$ cat src/rtl/ccr_save_restore_ctrl.sv
// Interrupt entry / RTI exit sequencer: pushes PC and CCR, fetches the handler vector,
// or pops CCR and PC back, driving a single-port data memory with req/ack handshake.
module ccr_save_restore_ctrl #(
  parameter logic [31:0] IRQ_VEC = 32'h0000_0000
) (
  input  logic        clk,
  input  logic        rst_n,
  input  logic        irq_req,
  input  logic        rti_req,
  input  logic [31:0] pc_in,
  input  logic [3:0]  ccr_in,
  input  logic [31:0] sp_in,
  output logic        mem_req,
  output logic        mem_we,
  output logic [31:0] mem_addr,
  output logic [31:0] mem_wdata,
  input  logic        mem_ack,
  input  logic [31:0] mem_rdata,
  output logic        sp_dec,
  output logic        sp_inc,
  output logic        ccr_load_stack,
  output logic [3:0]  ccr_stack_flags,
  output logic        pc_load,
  output logic [31:0] pc_out,
  output logic        stall,
  output logic        irq_ack
);

  // state     | meaning
  // IDLE      | waiting for rti_req (priority) or irq_req
  // PUSH_PC   | write saved PC at SP
  // PUSH_CCR  | write saved flags at SP-1
  // FETCH_VEC | read handler address from IRQ_VEC
  // POP_CCR   | read flags from SP+1
  // POP_PC    | read return PC from SP+2
  // DONE      | one-cycle completion, irq_ack on the interrupt path
  typedef enum logic [2:0] {
    IDLE,
    PUSH_PC,
    PUSH_CCR,
    FETCH_VEC,
    POP_CCR,
    POP_PC,
    DONE
  } state_t;

  state_t      state_q;
  logic [31:0] sp_q;
  logic [31:0] pc_q;
  logic [3:0]  ccr_q;
  logic        irq_path_q;

  // sp_q tracks the stack pointer locally so sp_in is sampled only once per sequence.
  always_ff @(posedge clk or negedge rst_n) begin
    if (!rst_n) begin
      state_q    <= IDLE;
      sp_q       <= '0;
      pc_q       <= '0;
      ccr_q      <= '0;
      irq_path_q <= 1'b0;
    end else begin
      case (state_q)
        IDLE: begin
          if (rti_req || irq_req) begin
            sp_q       <= sp_in;
            pc_q       <= pc_in;
            ccr_q      <= ccr_in;
            irq_path_q <= !rti_req;
            state_q    <= rti_req ? POP_CCR : PUSH_PC;
          end
        end
        PUSH_PC: begin
          if (mem_ack) begin
            sp_q    <= sp_q - 32'd1;
            state_q <= PUSH_CCR;
          end
        end
        PUSH_CCR: begin
          if (mem_ack) begin
            sp_q    <= sp_q - 32'd1;
            state_q <= FETCH_VEC;
          end
        end
        FETCH_VEC: begin
          if (mem_ack) state_q <= DONE;
        end
        POP_CCR: begin
          if (mem_ack) begin
            sp_q    <= sp_q + 32'd1;
            state_q <= POP_PC;
          end
        end
        POP_PC: begin
          if (mem_ack) begin
            sp_q    <= sp_q + 32'd1;
            state_q <= DONE;
          end
        end
        DONE:    state_q <= IDLE;
        default: state_q <= IDLE;
      endcase
    end
  end

  // Strobes fire in the ack cycle itself so read data is forwarded without a register stage.
  always_comb begin
    mem_req         = 1'b0;
    mem_we          = 1'b0;
    mem_addr        = '0;
    mem_wdata       = '0;
    sp_dec          = 1'b0;
    sp_inc          = 1'b0;
    ccr_load_stack  = 1'b0;
    ccr_stack_flags = '0;
    pc_load         = 1'b0;
    pc_out          = '0;
    irq_ack         = 1'b0;
    case (state_q)
      PUSH_PC: begin
        mem_req   = 1'b1;
        mem_we    = 1'b1;
        mem_addr  = sp_q;
        mem_wdata = pc_q;
        sp_dec    = mem_ack;
      end
      PUSH_CCR: begin
        mem_req   = 1'b1;
        mem_we    = 1'b1;
        mem_addr  = sp_q;
        mem_wdata = {28'b0, ccr_q};
        sp_dec    = mem_ack;
      end
      FETCH_VEC: begin
        mem_req  = 1'b1;
        mem_addr = IRQ_VEC;
        pc_load  = mem_ack;
        pc_out   = mem_ack ? mem_rdata : 32'd0;
      end
      POP_CCR: begin
        mem_req         = 1'b1;
        mem_addr        = sp_q + 32'd1;
        sp_inc          = mem_ack;
        ccr_load_stack  = mem_ack;
        ccr_stack_flags = mem_ack ? mem_rdata[3:0] : 4'd0;
      end
      POP_PC: begin
        mem_req  = 1'b1;
        mem_addr = sp_q + 32'd1;
        sp_inc   = mem_ack;
        pc_load  = mem_ack;
        pc_out   = mem_ack ? mem_rdata : 32'd0;
      end
      DONE:    irq_ack = irq_path_q;
      default: ;
    endcase
  end

  // In IDLE the freeze follows the request lines directly, but never while reset is held.
  assign stall = (state_q != IDLE) || (rst_n && (irq_req || rti_req));

endmodule

$ cat config.mk
export PLATFORM = sky130hd
export DESIGN_NAME = ccr_save_restore_ctrl
export DESIGN_NICKNAME = d
export VERILOG_FILES = /design/src/rtl/ccr_save_restore_ctrl.sv
export SDC_FILE = /design/constraint.sdc
export NUM_CORES = 1
export LEC_CHECK = 0
export ABC_AREA = 1
export CAP_MARGIN = 20
export CORE_ASPECT_RATIO = 2
export CORE_MARGIN = 4
export CORE_UTILIZATION = 65
export DETAILED_ROUTE_END_ITERATION = 8
export DONT_BUFFER_PORTS = 1
export PLACE_DENSITY = 0.88
export SYNTH_ARGS = -nofsm -noshare
export SYNTH_HDL_FRONTEND = slang
export SYNTH_SLANG_ARGS = --single-unit
$ cat constraint.sdc
create_clock -name clk -period 2.16 [get_ports clk]
set_input_delay 0.216 -clock clk [delete_from_list [all_inputs] [get_ports clk]]
set_output_delay 0.216 -clock clk [all_outputs]
set_load 0.02 [all_outputs]
==> flow_summary_export.csv, run 1 <==
group,metric,value,unit
run_status,status,"finished with violations",
run_status,violations,"setup timing",
setup_path,start_kind,"register",
detailed_routing,wl_per_cell,17.6,microns
synthesis,synth_edf_count,0,
clock_tree,clk_pin_slew,80,ps
floorplan,die_h,145,microns
setup_path,worstSetupEndpointType,"primary output",
synthesis,synth_flop_cell,"dfrtp_1",
floorplan,die-width,76.5,microns
setup_path,r2r_end,"sp_q[30]",
timing,period_minus_slack,2160,ps
synthesis,synth.top_cell.area_share,0.295,
floorplan,num_rows,49,
setup_path,crit_chain,"nand2_2 -> nor2_2 -> nand2_1 -> nor2_1 -> nand2_1 -> nand2_1 -> nand3_1 -> o21ai_1 -> buf_4",
synthesis,synth_common_cells,"nand2_1, nor2_1, inv_1",
finish,n_fill_cell,635,
placed_design,gp_routability_congestion,0.978,
synthesis,synth.distinct_cells,35,
clock_tree,cts.sinks,72,
clock_tree,root_buffer,"clkbuf_16",
setup_path,worstPathMaxFanout,7,
detailed_routing,viasPerCell,6.00,
global_route,grt_max_degree,73,
power_and_ir_drop,p_leak,3.87,nW
finish,multi_input_area,0.00368,sq mm
timing,setup_viol,2,
floorplan,io_pins,213,
clock_tree,cts_buffers,9,
finish,area_growth,23.5,%
detailed_routing,dr_total_vias,7473,
detailed_routing,postRouteAntennaNets,0,
timing,finalCritPeriodShare,1.00,
timing,finalHoldViolCount,0,
setup_path,critPathMaxStageDelay,490,ps
synthesis,synth_area,0.00610,sq mm
setup_path,ff2ff_path_depth,11,
finish,drive_gt1_frac,0.227,
floorplan,core,0.00907,sq mm
detailed_routing,postRouteWirelength,21900,microns
synthesis,synthArstFlopShare,1.00,
setup_path,arrival,1950,ps
global_route,grt_overflow,0,
global_route,grt_pass1_vias,7042,
placed_design,io_buffer_count,0,
detailed_routing,drt_iter0_markers,771,
placed_design,place_inst,1203,
global_route,grt_antenna_before_repair,1,
synthesis,synth_fp_nets,1156,
synthesis,yosysSeqAreaShare,0.295,
synthesis,synthCells,1049,
setup_path,crit_type,"register to primary output",
setup_path,rrSetupSlack,230,ps
timing,grt_setup_unrepaired,"true",
synthesis,synth_seq_cells,72,
timing,max_freq,0.463,GHz
global_route,grt_pass1_wl,32900,microns
clock_tree,cts_htree_levels,3,
synthesis,synthTopCellsByArea,"dfrtp_1, nand2_1, nor2_1, inv_1, nand3_1",
finish,layoutNonFillerInstCount,1246,
clock_tree,clockBufferDepth,2,
setup_path,critical_path.top_delay_family,"simple AND/OR/NAND/NOR gates",
synthesis,synth_top_cell_by_area,"dfrtp_1",
finish,seq_area,0.00184,sq mm
placed_design,post-dp-hpwl,15900,microns
synthesis,synth_area_per_cell,5.82,sq um
power_and_ir_drop,ir_drop,1330,uV
floorplan,initial_core_util,0.673,
placed_design,post-place-ws,241,ps
synthesis,synth.most_common_cell,"nand2_1",
global_route,grt_usage,0.369,
clock_tree,worstSkewPairLatency,360,ps
setup_path,r2r-start,"sp_q[0]",
setup_path,cp.buffers_inverters,1,
detailed_routing,drt_first_pass_iters,7,
timing,worst_slack,-1.54,ps
setup_path,crit_path_frequent_cell,"nand2_1",
hold_path,whs_path_depth,2,
timing,holdWs,21.2,ps
hold_path,hp-start,"pc_in[27]",
clock_tree,cts_tree,"yes",
floorplan,die_area,0.0111,sq mm
timing,slew_headroom,0.539,
finish,finalNetCount,1245,
power_and_ir_drop,powerDensity,1870,mW/mm^2
timing,fin_skew,18.3,ps
hold_path,hold_path_class,"input pin to register",
hold_path,hold_path_end,"pc_q[27]",
detailed_routing,drc,0,
timing,worstMarginPinSlew,686,ps
setup_path,cp_slowest_cell,"dfrtp_2",
synthesis,yosysWarnings,0,
flow_run,max_cap_violations,0,
setup_path,worstPathRequired,1940,ps
timing,drv_slew,0,
final cells by class:
type | instances | area share
Tap cell | 102 | 0.0169
Clock buffer | 9 | 0.0299
Inverter | 150 | 0.0750
Clock inverter | 7 | 0.0111
Multi-Input combinational cell | 781 | 0.488
Antenna cell | 1 | 0.000332
Sequential cell | 72 | 0.244
Timing Repair Buffer | 124 | 0.135
state kept, by name (all words and copies together), names as in the netlist:
| register | cells |
|---|---|
| pc_q | 32 |
| sp_q | 32 |
| ccr_q | 4 |
| state_q | 3 |
| irq_path_q | 1 |
kinds of logic after synthesis:
kind of cell	share of synthesized area
AND/OR/NAND/NOR	0.441
buffers and inverters	0.135
AO/OA/AOI/OAI	0.117
flip-flops	0.295
multiplexers	0.00738
adder cells (fa/ha/maj)	0.00410
stage by stage:
stage	utilization	power [W]	area, sq um	TNS [ps]
final	0.831	0.0141	7540	-1.97
after global routing	0.831	0.0150	7540	-438
after CTS	0.789	0.0132	7160	0
after detailed placement	0.744	0.0114	6750	0
after global placement	0.744	0.0112	6750	0
after floorplan	-	0.00881	6100	0
power breakdown:
| part | internal (W) | switching [W] |
|---|---|---|
| Combinational | 0.00327 | 0.00623 |
| Sequential | 0.00212 | 0.000874 |
| Clock | 0.000918 | 0.000675 |
| Total | 0.00630 | 0.00778 |
cells in the final DEF (no fill, tap or decap), types with 3 or more instances in the layout:
cell type  netlist  layout
o21ai_2          1       4
inv_2           10      11
nor2_4           4      13
o21ai_1          4      13
a21oi_1         46      46
clkbuf_16        0       9
a21oi_2          4       4
nor2_1         250     229
buf_12           0       4
nand2_1        254     242
nor3_1           6       6
o211ai_1         3       3
nand2_4          2       6
nand4_1          5       5
buf_4            3     115
nand2_2          6      13
dfrtp_2          0      32
nor2_2          11      23
o21ai_0         64      52
o22ai_1          7       6
inv_6            0       3
nand3_2          3       5
mux2_2           4       4
nand3_1         96      94
inv_1          140     138
dfrtp_1         72      40
worst reg2reg max path: stages, from the launching register on:
cell and delay [ps]:
dfrtp_2 460, inv_2 140, ha_1 240, inv_1 70, nor2_1 240, nand2_1 100
nor2_1 220, nand3_1 100, nand3_1 90, nand3_1 60, nand2_1 60, inv_1 40
repair_timing:
item	4_1_cts	5_1_grt
resized for setup	24	82
hold buffers	3	0
setup endpoints to repair	42	39
endpoints found under the hold margin	73	0
pin swaps	0	15
setup buffers	0	23
routing by layer:
layer  routed length, microns  up-vias  track usage
met5                        0        -            0
met4                     1780        0        0.293
met3                     1960      161       0.0720
met2                    10900      524        0.634
met1                     7310     3344        0.387
li1                         -     3444            -
how the worst max path moves through the flow:
stage	cells after the start	start	end	slack, ps
after floorplan	7	state_q[2]	mem_addr[10]	310
after CTS	7	state_q[2]	mem_addr[15]	6
after global routing	9	sp_q[7]	mem_addr[25]	-80
final	9	sp_q[7]	mem_addr[17]	-2
after global placement	11	sp_q[0]	sp_q[26]	270
after detailed placement	11	sp_q[0]	sp_q[26]	240
Power figures use the tool's default switching activity.
==> run 2: changes to the inputs <==
- CELL_PAD_IN_SITES_DETAIL_PLACEMENT: unset -> 0
- CELL_PAD_IN_SITES_GLOBAL_PLACEMENT: unset -> 2
- CORE_UTILIZATION: 65 -> 32
- CTS_CLUSTER_DIAMETER: unset -> 80
==> run 2 against run 1 <==
The run still ends with setup timing left. Cell count up 14%. Via count down 6.6%. Fmax down 0.32%. Non-clock buffer count up 20. Critical path type unchanged. Largest power group unchanged.
==> flow_summary_export.csv, run 2 (same netlist as run 1, synthesis figures left out) <==
group,metric,value,unit
timing,fin_skew,10.0,ps
finish,finalNetCount,1265,
setup_path,worstPathRequired,1940,ps
clock_tree,clk_pin_slew,70,ps
detailed_routing,postRouteWirelength,24200,microns
setup_path,arrival,1950,ps
timing,fin_tns_setup,-8.53,ps
timing,slew_headroom,0.513,
finish,reg_top3,"pc_q (32), sp_q (32), ccr_q (4)",
run_status,status,"finished with violations",
floorplan,io_pins,213,
timing,finalCritPeriodShare,1.00,
finish,drive_gt1_frac,0.247,
global_route,grt_antenna_before_repair,0,
hold_path,hold_path_class,"input pin to register",
timing,max_freq,0.461,GHz
clock_tree,cts_buffers,9,
timing,drv_slew,0,
clock_tree,worstSkewPairLatency,360,ps
flow_run,max_cap_violations,0,
detailed_routing,postRouteAntennaNets,0,
clock_tree,cts_htree_levels,3,
setup_path,worstSetupEndpointType,"primary output",
setup_path,r2r-start,"sp_q[12]",
setup_path,critPathMaxStageDelay,470,ps
run_status,violations,"setup timing",
detailed_routing,dr_total_vias,6983,
detailed_routing,drc,0,
floorplan,die_area,0.0215,sq mm
finish,design_area,0.00791,sq mm
timing,period_minus_slack,2170,ps
floorplan,die_h,203,microns
timing,worstMarginPinSlew,724,ps
placed_design,gp_routability_congestion,0.949,
finish,layout_common_cells,"nand2_1, nor2_1, inv_1, buf_4, nand3_1",
placed_design,post-dp-hpwl,18900,microns
global_route,grt_overflow,0,
detailed_routing,wl_per_cell,17.1,microns
clock_tree,cts.sinks,72,
setup_path,crit_start,"sp_q[8]",
power_and_ir_drop,powerDensity,1800,mW/mm^2
setup_path,worstPathMaxFanout,4,
detailed_routing,drt_iter0_markers,307,
timing,grt_setup_unrepaired,"true",
global_route,grt_pass1_vias,7091,
floorplan,initial_core_util,0.324,
timing,setup_viol,1,
timing,finalHoldViolCount,0,
global_route,grt_pass1_wl,36600,microns
setup_path,crit_chain,"nand2_2 -> nor2_2 -> nand2_2 -> nor2_2 -> nand2_1 -> nand2_1 -> nand3_1 -> o21ai_0 -> buf_4",
setup_path,cp.buffers_inverters,1,
finish,final_common_cell,"nand2_1",
global_route,grt_usage,0.222,
floorplan,num_rows,71,
setup_path,start_kind,"register",
clock_tree,root_buffer,"clkbuf_16",
detailed_routing,drt_first_pass_iters,5,
power_and_ir_drop,ir_drop,929,uV
placed_design,io_buffer_count,0,
timing,worst_slack,-8.53,ps
floorplan,die-width,106,microns
finish,n_fill_cell,2127,
setup_path,crit_type,"register to primary output",
hold_path,hp-start,"ccr_in[0]",
power_and_ir_drop,p_leak,3.96,nW
finish,area_growth,29.6,%
floorplan,core,0.0188,sq mm
global_route,grt_max_degree,73,
finish,antenna_cells,0,
placed_design,dpl-instance-area,0.00708,sq mm
setup_path,cp_slowest_cell,"dfrtp_2",
clock_tree,cts_tree,"yes",
clock_tree,clockBufferDepth,2,
detailed_routing,viasPerCell,4.92,
setup_path,critical_path.top_delay_family,"simple AND/OR/NAND/NOR gates",
==> run 2: per-layer routing <==
layer | wire length [microns] | GRT usage
met3 | 1180 | 0.0355
met4 | 1740 | 0.164
met5 | 0 | 0
met1 | 7890 | 0.203
met2 | 13400 | 0.429
==> run 2: final timing paths <==
kind,slack [ps],endpoint,depth (start not counted)
setup reg to reg,230,sp_q[24],10
max in group asynchronous,1350,sp_q[5],2
hold / removal,20,ccr_q[0],1
hold reg to reg,490,irq_path_q,2
min in group asynchronous,430,sp_q[12],2
setup / recovery,-9,mem_addr[21],9
==> run 2: repair_timing <==
item | in CTS | in global routing
gates resized for setup | 53 | 74
gates cloned | 0 | 0
buffers inserted | 9 | 14
pin swaps | 4 | 10
hold buffers | 3 | 0
endpoints found under the setup margin | 30 | 36
hold endpoints to repair | 73 | 0
==> run 2: through the flow <==
stage | utilization | std cells | hold slack [ps] | power (W) | setup WS [ps]
CTS | 0.405 | 1404 | 7.22 | 0.0139 | 0.528
detailed placement | 0.376 | 1376 | -77.2 | 0.0120 | 163
global placement | 0.376 | 1376 | -77.7 | 0.0120 | 187
floorplan | - | 1049 | -79.6 | 0.00881 | 313
global route | 0.420 | 1418 | 11.0 | 0.0155 | -69.6
finish | 0.420 | 1418 | 15.3 | 0.0143 | -8.53
==> run 2: cell type report <==
cell class                 instances  area, sq um  share of cell area
sequential                        72         1840               0.232
clock buffer                       9          225              0.0285
inverter                         150          571              0.0721
tap                              255          319              0.0403
timing repair buffer             144         1190               0.150
clock inverter                     7         63.8             0.00807
multi-input combinational        781         3710               0.469
==> run 2: power breakdown <==
part | switching, W | leakage, nW | internal (W)
combinational | 0.00640 | 3.03 | 0.00349
sequential | 0.000737 | 0.791 | 0.00211
clock | 0.000719 | 0.136 | 0.000803
==> run 3: changes to the inputs <==
- PLACE_DENSITY: 0.88 -> 0.81
==> run 3 against run 2 <==
The run now ends clean. Wire length grew 2.4%. Worst hold slack gained 3.9 ps. Die area is the same. Fmax grew 1.4%. First-iteration DRC count shrank 9.1%. Non-clock buffer count grew 6. Cell count grew 0.42%. Global-route usage grew 0.43 points. Sequential cell count is the same.
==> flow_summary_export.csv, run 3 (same netlist as run 1, synthesis figures left out) <==
group,metric,value,unit
finish,layoutNonFillerInstCount,1424,
global_route,grt_usage,0.227,
placed_design,place_inst,1380,
power_and_ir_drop,p_comb_frac,0.706,
placed_design,post-dp-hpwl,19300,microns
power_and_ir_drop,p_total,0.0146,W
setup_path,worstPathMaxFanout,9,
finish,final_common_cell,"nand2_1",
clock_tree,root_buffer,"clkbuf_16",
detailed_routing,postRouteAntennaNets,0,
detailed_routing,wl_per_cell,17.4,microns
global_route,met3_usage,0.0399,
detailed_routing,dr_total_vias,6971,
setup_path,start_kind,"register",
timing,max_freq,0.468,GHz
timing,finalCritPeriodShare,0.990,
timing,grt_setup_unrepaired,"true",
finish,reg_top3,"pc_q (32), sp_q (32), ccr_q (4)",
finish,drive_gt1_frac,0.262,
timing,fin_skew,15.2,ps
global_route,grt_max_degree,73,
detailed_routing,drt_iter0_markers,279,
clock_tree,clockBufferDepth,2,
floorplan,io_pins,213,
clock_tree,cts.sinks,72,
global_route,grt_pass1_wl,37600,microns
global_route,grt_antenna_before_repair,0,
detailed_routing,drt_first_pass_iters,4,
timing,drv_slew,0,
timing,period_minus_slack,2140,ps
detailed_routing,postRouteWirelength,24800,microns
floorplan,num_rows,71,
placed_design,io_buffer_count,0,
power_and_ir_drop,powerDensity,1820,mW/mm^2
clock_tree,cts_htree_levels,3,
power_and_ir_drop,ir_drop,713,uV
floorplan,core,0.0188,sq mm
power_and_ir_drop,power_frac_clock,0.102,
power_and_ir_drop,intPower,0.00654,W
power_and_ir_drop,p_sw_frac,0.551,
finish,layout_common_cells,"nand2_1, nor2_1, buf_4, inv_1, nand3_1",
setup_path,rrSetupSlack,120,ps
clock_tree,cts_buffers,9,
floorplan,die_h,203,microns
setup_path,worstPathRequired,1940,ps
clock_tree,clk_pin_slew,60,ps
setup_path,crit_type,"register to primary output",
power_and_ir_drop,p_leak,4.04,nW
timing,worstMarginPinSlew,462,ps
floorplan,initial_core_util,0.324,
global_route,grt.busiest_layer,"met2",
setup_path,crit_start,"state_q[0]",
finish,finalNetCount,1271,
hold_path,hold_path_class,"input pin to register",
floorplan,die_area,0.0215,sq mm
power_and_ir_drop,p_seq_frac,0.192,
finish,antenna_cells,0,
power_and_ir_drop,power_switching,0.00803,W
detailed_routing,viasPerCell,4.90,
timing,slew_headroom,0.691,
timing,finalHoldViolCount,0,
timing,setup_viol,0,
setup_path,worstSetupEndpointType,"primary output",
clock_tree,cts_tree,"yes",
clock_tree,worstSkewPairLatency,350,ps
hold_path,hp-start,"ccr_in[1]",
global_route,grt_pass1_vias,7021,
flow_run,max_cap_violations,0,
placed_design,gp_routability_congestion,0.905,
setup_path,r2r-start,"sp_q[2]",
run_status,status,"finished, final reports clean",
finish,area_growth,31.5,%
setup_path,arrival,1920,ps
floorplan,die-width,106,microns
detailed_routing,drc,0,
global_route,grt_overflow,0,
global_route,grt_use_met1,0.232,
global_route,met2_usage,0.427,
[run 3: cell types whose count changed in the layout (fill, tap and decap cells not counted), moves of 4 or more]
cell     change
nand2_1     -11
buf_4       +10
nand2_2      +8
nor2_1       -5
buf_6        -4
nor2_4       +7
[run 3: final cells by class]
type / count / area, sq um
inverters: 150 / 568
well taps: 255 / 319
clock buffers: 9 / 225
fillers: 2114 / 10800
flip-flops and latches: 72 / 1830
repair buffers: 150 / 1220
multi-input cells: 781 / 3810
clock inverters: 7 / 50.0
[run 3: worst paths after layout]
kind | endpoint | cells after the start
worst max-delay path | mem_addr[9] | 7
worst min-delay path | ccr_q[1] | 1
worst max register to register | sp_q[29] | 11
worst min register to register | irq_path_q | 2
max in group asynchronous | sp_q[3] | 2
min in group asynchronous | sp_q[24] | 2
[run 3: routing by layer]
metal	up-vias	wire [microns]
met2	216	13600
met5	-	0
met1	3208	8740
met3	61	1170
met4	0	1270
li1	3486	-
[run 3: metrics by stage]
step                      setup slack (ps)  instance area, sq um  utilization  hold slack [ps]  TNS, ps
after detailed placement               162                  7130        0.378            -74.3        0
final                                 21.4                  8030        0.426             19.2        0
after floorplan                        313                  6100            -            -79.6        0
after global placement                 186                  7130        0.378            -75.4        0
after CTS                            -3.09                  7640        0.406             5.67    -3.09
after global routing                 -46.1                  8030        0.426             5.13     -263
[run 3: power groups by stage]
stage          sequential, W  clock, W  combinational, W
3_5_place_dp         0.00276         0           0.00942
6_report             0.00280   0.00149            0.0103
2_1_floorplan        0.00243         0           0.00638
5_1_grt              0.00285   0.00158            0.0114
3_3_place_gp         0.00275         0           0.00942
4_1_cts              0.00274   0.00152           0.00984
[run 3: worst max-delay path, cell delays in order (launching register included)]
cell     delay (ps)
dfrtp_2         490
inv_1           110
nand3_2         110
nand2_4         170
inv_2            80
buf_4           180
o21ai_1         230
buf_4           190
[run 3: timing repair]
| item | 4_1_cts | 5_1_grt |
|---|---|---|
| pin swaps | 2 | 15 |
| endpoints found under the hold margin | 73 | 0 |
| setup endpoints to repair | 30 | 36 |
| hold buffers | 3 | 0 |
| resized for setup | 45 | 101 |
| buffers inserted | 14 | 11 |
